## config.mk

```make
export PLATFORM = sky130hd
export DESIGN_NAME = apb_slave_mux_wdog
export DESIGN_NICKNAME = d
export VERILOG_FILES = /design/src/rtl/apb_slave_mux_wdog.sv
export SDC_FILE = /design/constraint.sdc
export NUM_CORES = 1
export LEC_CHECK = 0
export BUFFER_PORTS_ARGS = -buffer_cell sky130_fd_sc_hd__buf_2
export CAP_MARGIN = 0
export CORE_AREA = 2 2 87 89
export CTS_BUF_LIST = sky130_fd_sc_hd__clkbuf_8
export DETAILED_ROUTE_END_ITERATION = 10
export DIE_AREA = 0 0 89 91
export PLACE_DENSITY = 0.69
export SYNTH_ARGS = -nofsm -noshare
export SYNTH_HDL_FRONTEND = slang
export SYNTH_SLANG_ARGS = --single-unit
```

## constraint.sdc

```tcl
create_clock -name PCLK -period 9.75 [get_ports PCLK]
set_clock_uncertainty 0.05 [all_clocks]
set_input_delay 0.4875 -clock PCLK [delete_from_list [all_inputs] [get_ports PCLK]]
set_output_delay 0.4875 -clock PCLK [all_outputs]
set_load 0.01 [all_outputs]
```

## src/rtl/apb_slave_mux_wdog.sv

```systemverilog
// rtl/apb_slave_mux_wdog.sv - APB slave response mux with wait-state watchdog and illegal-select detection
// Optional error status (ERR_COUNT, LAST_ERR_SLV) enabled by APB_MUX_ERR_STATUS_EN.
module apb_slave_mux_wdog #(
    parameter int NUM_SLAVES     = 5,
    parameter int DATA_W         = 32,
    parameter int TIMEOUT_CYCLES = 256
) (
    input  logic                         PCLK,
    input  logic                         PRESET,
    input  logic [NUM_SLAVES-1:0]        PSEL_VEC,
    input  logic                         PENABLE,
    input  logic [NUM_SLAVES-1:0]        PREADY_VEC,
    input  logic [NUM_SLAVES*DATA_W-1:0] PRDATA_VEC,
    input  logic [NUM_SLAVES-1:0]        PSLVERR_VEC,
    output logic                         PREADY,
    output logic [DATA_W-1:0]            PRDATA,
    output logic                         PSLVERR,
    output logic                         TIMEOUT_EVT,
    output logic [7:0]                   ERR_COUNT,
    output logic [3:0]                   LAST_ERR_SLV
);

    localparam bit WD_EN  = (TIMEOUT_CYCLES > 0);
    localparam int WCNT_W = WD_EN ? $clog2(TIMEOUT_CYCLES + 1) : 1;
    localparam logic [WCNT_W-1:0] LIMIT = WCNT_W'(WD_EN ? TIMEOUT_CYCLES - 1 : 0);

    typedef enum logic {IDLE, ABORT} state_t;

    state_t                state_q, state_d;
    logic [WCNT_W-1:0]     wcnt_q, wcnt_d;
    logic [NUM_SLAVES-1:0] prev_sel_q;
    logic                  timeout_evt_q;

    logic              sel_none, sel_legal, sel_illegal, sel_changed, stalled;
    logic              slv_ready, slv_err;
    logic [DATA_W-1:0] slv_data;

    always_comb begin
        sel_none    = (PSEL_VEC == '0);
        sel_legal   = ($countones(PSEL_VEC) == 1);
        sel_illegal = !sel_none && !sel_legal;
        slv_ready   = 1'b0;
        slv_err     = 1'b0;
        slv_data    = '0;
        for (int i = 0; i < NUM_SLAVES; i++) begin
            if (PSEL_VEC[i]) begin
                slv_ready = PREADY_VEC[i];
                slv_err   = PSLVERR_VEC[i];
                slv_data  = PRDATA_VEC[i*DATA_W +: DATA_W];
            end
        end
        // A select that moves to a different slave mid-transfer restarts the count
        sel_changed = (prev_sel_q != '0) && (PSEL_VEC != prev_sel_q);
        stalled     = sel_legal && PENABLE && !slv_ready;
    end

    always_comb begin
        state_d = state_q;
        wcnt_d  = wcnt_q;
        PREADY  = 1'b1;
        PSLVERR = 1'b0;
        PRDATA  = '0;
        case (state_q)
            IDLE: begin
                if (sel_legal) begin
                    PREADY  = slv_ready;
                    PSLVERR = slv_err;
                    PRDATA  = slv_data;
                end else if (sel_illegal) begin
                    PSLVERR = 1'b1;
                end
                if (!WD_EN || PREADY || sel_none || sel_changed) begin
                    wcnt_d = '0;
                end else if (stalled) begin
                    if (wcnt_q == LIMIT) begin
                        state_d = ABORT;
                        wcnt_d  = '0;
                    end else begin
                        wcnt_d = wcnt_q + WCNT_W'(1);
                    end
                end
            end
            ABORT: begin
                PSLVERR = 1'b1;
                state_d = IDLE;
                wcnt_d  = '0;
            end
            default: state_d = IDLE;
        endcase
    end

    always_ff @(posedge PCLK) begin
        if (PRESET) begin
            state_q       <= IDLE;
            wcnt_q        <= '0;
            prev_sel_q    <= '0;
            timeout_evt_q <= 1'b0;
        end else begin
            state_q       <= state_d;
            wcnt_q        <= wcnt_d;
            prev_sel_q    <= PSEL_VEC;
            timeout_evt_q <= (state_q == ABORT);
        end
    end

    assign TIMEOUT_EVT = timeout_evt_q;

`ifdef APB_MUX_ERR_STATUS_EN
    logic [7:0] err_count_q;
    logic [3:0] last_err_slv_q;
    logic [3:0] sel_idx;
    logic       err_inc;

    always_comb begin
        sel_idx = '0;
        for (int i = 0; i < NUM_SLAVES; i++) begin
            if (PSEL_VEC[i]) sel_idx = 4'(i);
        end
        err_inc = (state_q == ABORT) || (sel_illegal && PENABLE);
    end

    always_ff @(posedge PCLK) begin
        if (PRESET) begin
            err_count_q    <= '0;
            last_err_slv_q <= '0;
        end else begin
            if (err_inc && (err_count_q != 8'hFF)) err_count_q <= err_count_q + 8'd1;
            if (state_q == IDLE && state_d == ABORT) last_err_slv_q <= sel_idx;
        end
    end

    assign ERR_COUNT    = err_count_q;
    assign LAST_ERR_SLV = last_err_slv_q;
`else
    assign ERR_COUNT    = '0;
    assign LAST_ERR_SLV = '0;
`endif

endmodule

```

== After elaboration in Yosys (flattened, before gate mapping) ==
Cells that the tools add are included.

* Muxes and demuxes: 31
* Bitwise operators: 1
* Equality and inequality tests: 4
* Reductions and logical operators: 11
* $add $sub $neg: 5

{| class="wikitable"
|+ Operators by type and width
! kind !! number
|-
| 32-bit 2-to-1 mux || 7
|-
| 9-bit 2-to-1 mux || 3
|-
| 1-bit 2-to-1 mux || 18
|-
| 9-bit one-hot mux with 2 select lines || 1
|-
| 9-bit by 1-bit adder with 9-bit output (second input constant) || 1
|-
| 9-bit by 8-bit equality test with 1-bit output (second input constant) || 1
|-
| 5-bit zero test || 1
|-
| 5-bit inequality test || 1
|-
| 5-bit nonzero test || 1
|-
| 1-bit by 1-bit adder with 2-bit output || 2
|-
| 3-bit by 1-bit adder with 4-bit output || 1
|-
| 4-bit by 1-bit equality test with 1-bit output (second input constant) || 1
|-
| 1-bit logical AND || 4
|-
| 1-bit one-hot mux with 2 select lines || 2
|-
| 2-bit by 2-bit adder with 3-bit output || 1
|-
| 1-bit zero test || 3
|-
| 3-bit inequality test (second input constant) || 1
|-
| 1-bit logical OR || 2
|-
| 1-bit inverter || 1
|}

* Output and inout bits: 47
* Word-level logic and storage cells: 56
* Bits in registers: 16
* Bits of input ports: 178

== Depth between registers and ports, before layout ==
* Depth in word-level cells: 11
* Gate-level depth with buffers: 13
* Mapped depth without buffers: 10

== Worst setup path after synthesis ==
No wires, ideal clock.

* Kind: input port to output port
* Start point: in PSEL_VEC[1]
* End point: out PRDATA[0]
* Path buffers: 4
* Stages on the path: 11
* Setup slack: 5.904 ns
* Required time: 9.213 ns
* Data arrival time: 3.309 ns
* Path through: clkbuf_1 -> clkbuf_1 -> inv_1 -> fa_1 -> fa_1 -> inv_1 -> ha_1 -> or4_4 -> buf_6 -> clkbuf_1 -> nor2_1

* Cells in the longest elaborated chain, start to end: 6
* Elaborated cells between the ends (all ways): 10
* Classes of those cells: add/sub (3); eq/ne (1); mux (6)

{| class="wikitable"
|+ RTL lines
! what !! RTL line !! text
|-
| start, declared || 10 || <nowiki>input logic [NUM_SLAVES-1:0] PSEL_VEC,</nowiki>
|-
| 1-bit by 1-bit adder with 2-bit output (not written as such) or 32-bit 2-to-1 mux (tied branches) || 40, 46 ||
|-
| 2-bit by 2-bit adder with 3-bit output (not written as such) or 32-bit 2-to-1 mux (tied branches) || 40, 46 ||
|-
| 3-bit by 1-bit adder with 4-bit output (not written as such) or 32-bit 2-to-1 mux (tied branches) || 40, 46 ||
|-
| 4-bit by 1-bit equality test with 1-bit output or 32-bit 2-to-1 mux (tied branches) || 40, 46 ||
|-
| 32-bit 2-to-1 mux (*) || 65 || <nowiki>if (sel_legal) begin</nowiki>
|-
| 32-bit 2-to-1 mux (*) || 63 || <nowiki>case (state_q)</nowiki>
|-
| end, declared || 16 || <nowiki>output logic [DATA_W-1:0] PRDATA,</nowiki>
|}

Every way passes the cells marked *; elsewhere a longest branch is shown, timed or not.

== Worst setup path in the final report ==
* Start point: in PSEL_VEC[3]
* End point: out PREADY

* Cells in the longest elaborated chain, start to end: 7
* Elaborated cells between the ends (all ways): 9
* Classes of those cells: add/sub (3); eq/ne (1); mux (5)

{| class="wikitable"
|+ RTL lines
! what !! RTL line !! text
|-
| 1-bit by 1-bit adder with 2-bit output (not written as such) || 40 || <nowiki>sel_legal = ($countones(PSEL_VEC) == 1);</nowiki>
|-
| 2-bit by 2-bit adder with 3-bit output (not written as such) || 40 ||
|-
| 3-bit by 1-bit adder with 4-bit output (not written as such) || 40 ||
|-
| 4-bit by 1-bit equality test with 1-bit output || 40 ||
|-
| 1-bit 2-to-1 mux (*) || 65 ||
|-
| 1-bit 2-to-1 mux (*) (2 in a row) || 63 ||
|-
| end, declared || 15 || <nowiki>output logic PREADY,</nowiki>
|}

Every way passes the cells marked *; elsewhere a longest branch is shown, timed or not. The select of a mux whose other input is x is not followed.

==> impl_metrics.tcl <==
set metrics [dict create \
    status "complete, no violations" \
    antenna_found_initial 1 \
    grt_pass1_wl_um 13280 \
    cts-root-buf "clkbuf_8" \
    netlist_top_cells_area "dfxtp_1, a221oi_1, o22ai_1" \
    vias 2995 \
    ant_nets 0 \
    insertion_delay_ns 0.25 \
    critPathLaunchType "input port" \
    h-tree-depth 1 \
    finalCritPeriodShare_pct 49.54 \
    final_cell_mix "buf_2, nor2_1, a21oi_1" \
    ys_seq_area_share_pct 15.81 \
    path_cells "buf_2, clkinv_1, fa_1, fa_1, inv_1, ha_1, or4_4, nand2b_4, a21oi_4, inv_1, buf_2" \
    intPower_w 0.0001667 \
    rows 31 \
    place.detailed.hpwl_um 6800 \
    yosysUniqueCellTypes 41 \
    drtIter0Drc 149 \
    rsz0062_at_grt "false" \
    yosysWarnings 0 \
    cp_slowest_stage_delay_ns 0.86 \
    tightest_slew_ns 1.088 \
    ys_seq_elements 16 \
    max_cap_viol_count 0 \
    wl_per_cell_um 14.91 \
    r2r-end "state_q" \
    cts_sinks 16 \
    r2r_cells 5 \
    clkPwrFrac_pct 22.0 \
    timing.rr.start "state_q" \
    crit_path_end_kind "output port" \
    wirelength_um 8796 \
    path_depth 11 \
    swShare_pct 37.38 \
    hp-class "reg -> reg" \
    post_cts_resized 0 \
    die_h_um 91 \
    crit_start "PSEL_VEC[3]" \
    io_buffers 212 \
    p_seq_share_pct 25.3 \
    peakVddDrop_mv 0.06762 \
    grt_usage_pct 20.11 \
    avgSynthCellArea_um2 6.708 \
    die_area_um2 8099 \
    core_area_um2 7137 \
    worstPathArrival_ns 4.29 \
    slowest_stage "fa_1" \
    endpoint "PREADY" \
    synth_top_area_share_pct 15.81 \
    r2r_slack_ns 7.82 \
    p_leak_nw 1.528 \
    vias_per_cell 5.076 \
    timing.fmax_mhz 207.0 \
    power.share.combinational_pct 52.8 \
    fin_crit_ns 4.830 \
    grt_max_degree 70 \
    switchingPower_w 0.00009951 \
    critical_path.max_fanout 36 \
    die_w_um 89 \
    powerDensity_nw_per_um2 85.18 \
    finalSetupViolations 0 \
    critPathRequiredTime_ns 9.21 \
    io_pins 225 \
    drcViolationCount 0 \
    initial_core_util_pct 28.38 \
    drive_gt1_share_pct 46.94 \
    gp_congestion 0.8758 \
    synthCells 302 \
    area_growth_pct 54.29 \
    cts_hold_buf 0 \
    post-route-util_pct 43.79 \
    synth_top_area_cell "dfxtp_1" \
    critPathKind "in -> out" \
    layout_commonest_cell "buf_2" \
    cts.path.max_buffers 2 \
    dr.pass1.iters 4 \
    hold_viol_final 0 \
    cts_tree "built" \
    fin_tns_setup_ns 0 \
    clkSlewWorstSetupHoldPaths_ns 0.06 \
    postCtsSetupBuffers 0 \
    nets 674 \
    gr-total-overflow 0 \
    crit_buf_inv 5 \
    synth_area_um2 2026 \
    slew_violations 0 \
    critPathTopFamily "adder cells" \
    numCtsBuffers 3 \
    slew_headroom_pct 27.05 \
    grt_pass1_vias 2795 \
]
[cells in the mapped netlist]
cell and count:
nand3_2 1, a21oi_1 34, buf_4 12, clkinv_1 1, nor2b_1 2, o22ai_1 33
or3_1 1, or2_1 1, conb_1 1, nor3_1 32, nand2b_4 1, nand4_2 1
o2111ai_1 1, nand2_1 9, clkbuf_1 28, nor3b_1 1, o21ai_0 1, or4_4 1
nand3_1 2, mux2i_1 2, nor4_2 1, xnor2_1 9, fa_1 2, nor3_2 1
dfxtp_1 16, a221o_1 1, or2_2 1, xor2_1 3, buf_2 2, o221a_2 1
a221oi_1 32, a21oi_4 1, or4_1 1, and3_1 1, o31a_1 1, nand2b_1 1
ha_1 3, inv_1 8, nor2_1 48, buf_6 1, nand4_1 3
[worst min-delay path by stage]
stage               cells past startpoint      end      start
CTS                                     1  state_q  wcnt_q[8]
floorplan                               1  state_q  wcnt_q[8]
finish                                  1  state_q  wcnt_q[8]
global placement                        1  state_q  wcnt_q[8]
global route                            1  state_q  wcnt_q[8]
detailed placement                      1  state_q  wcnt_q[8]
[stage by stage]
| step | instances | instance area [µm²] | worst slack, ns | total power, W | hold slack (ns) |
|---|---|---|---|---|---|
| floorplan | 313 | 2067 | 5.904 | 0.0001503 | 0.3627 |
| global placement | 585 | 3068 | 4.974 | 0.0002070 | 0.3719 |
| detailed placement | 585 | 3068 | 4.898 | 0.0002090 | 0.3790 |
| CTS | 589 | 3123 | 4.891 | 0.0002676 | 0.3906 |
| global route | 590 | 3126 | 4.656 | 0.0002859 | 0.4149 |
| finish | 590 | 3126 | 4.920 | 0.0002662 | 0.3934 |
[cell type report]
class,instances,area [µm²]
Antenna cell,1,2.502
Clock buffer,4,55.05
Fill cell,785,4011
Inverter,9,33.78
Multi-Input combinational cell,245,1499
Sequential cell,16,320.3
Tap cell,99,123.9
Timing Repair Buffer,216,1091
[sequential cells by signal (all words and copies together), names as in the netlist]
signal,cells
state_q,1
wcnt_q,9
TIMEOUT_EVT,1
prev_sel_q,5
[layer usage]
layer  global-route usage [%]  share of wire [%]  vias to the layer above
met5                        0                  0                        -
met4                    3.856                1.6                        0
met3                    3.273                9.5                       10
met2                    36.50                 50                      158
met1                    24.59                 39                     1334
li1                         -                  -                     1493
[power by group through the flow]
stage | logic (W) | registers, W | clock network (W)
finish | 0.000141 | 0.0000673 | 0.0000584
global route | 0.000156 | 0.0000674 | 0.0000624
CTS | 0.000141 | 0.0000673 | 0.0000594
detailed placement | 0.000140 | 0.0000688 | 0
global placement | 0.000138 | 0.0000687 | 0
floorplan | 0.0000817 | 0.0000686 | 0
[logic make-up (layout without fill, tap and decap cells)]
logic type | count (synthesis) | after routing | share of synthesized area [%]
simple gates | 109 | 109 | 26.25
compound gates | 105 | 105 | 35.39
buf+inv | 52 | 229 | 12.35
flops | 16 | 16 | 15.81
xor+xnor | 12 | 12 | 5.189
fa+ha+maj | 5 | 5 | 3.830
mux | 2 | 2 | 0.9883
other cells | 1 | 13 | 0.1851
Note: power is estimated with default switching activity, not from simulation.
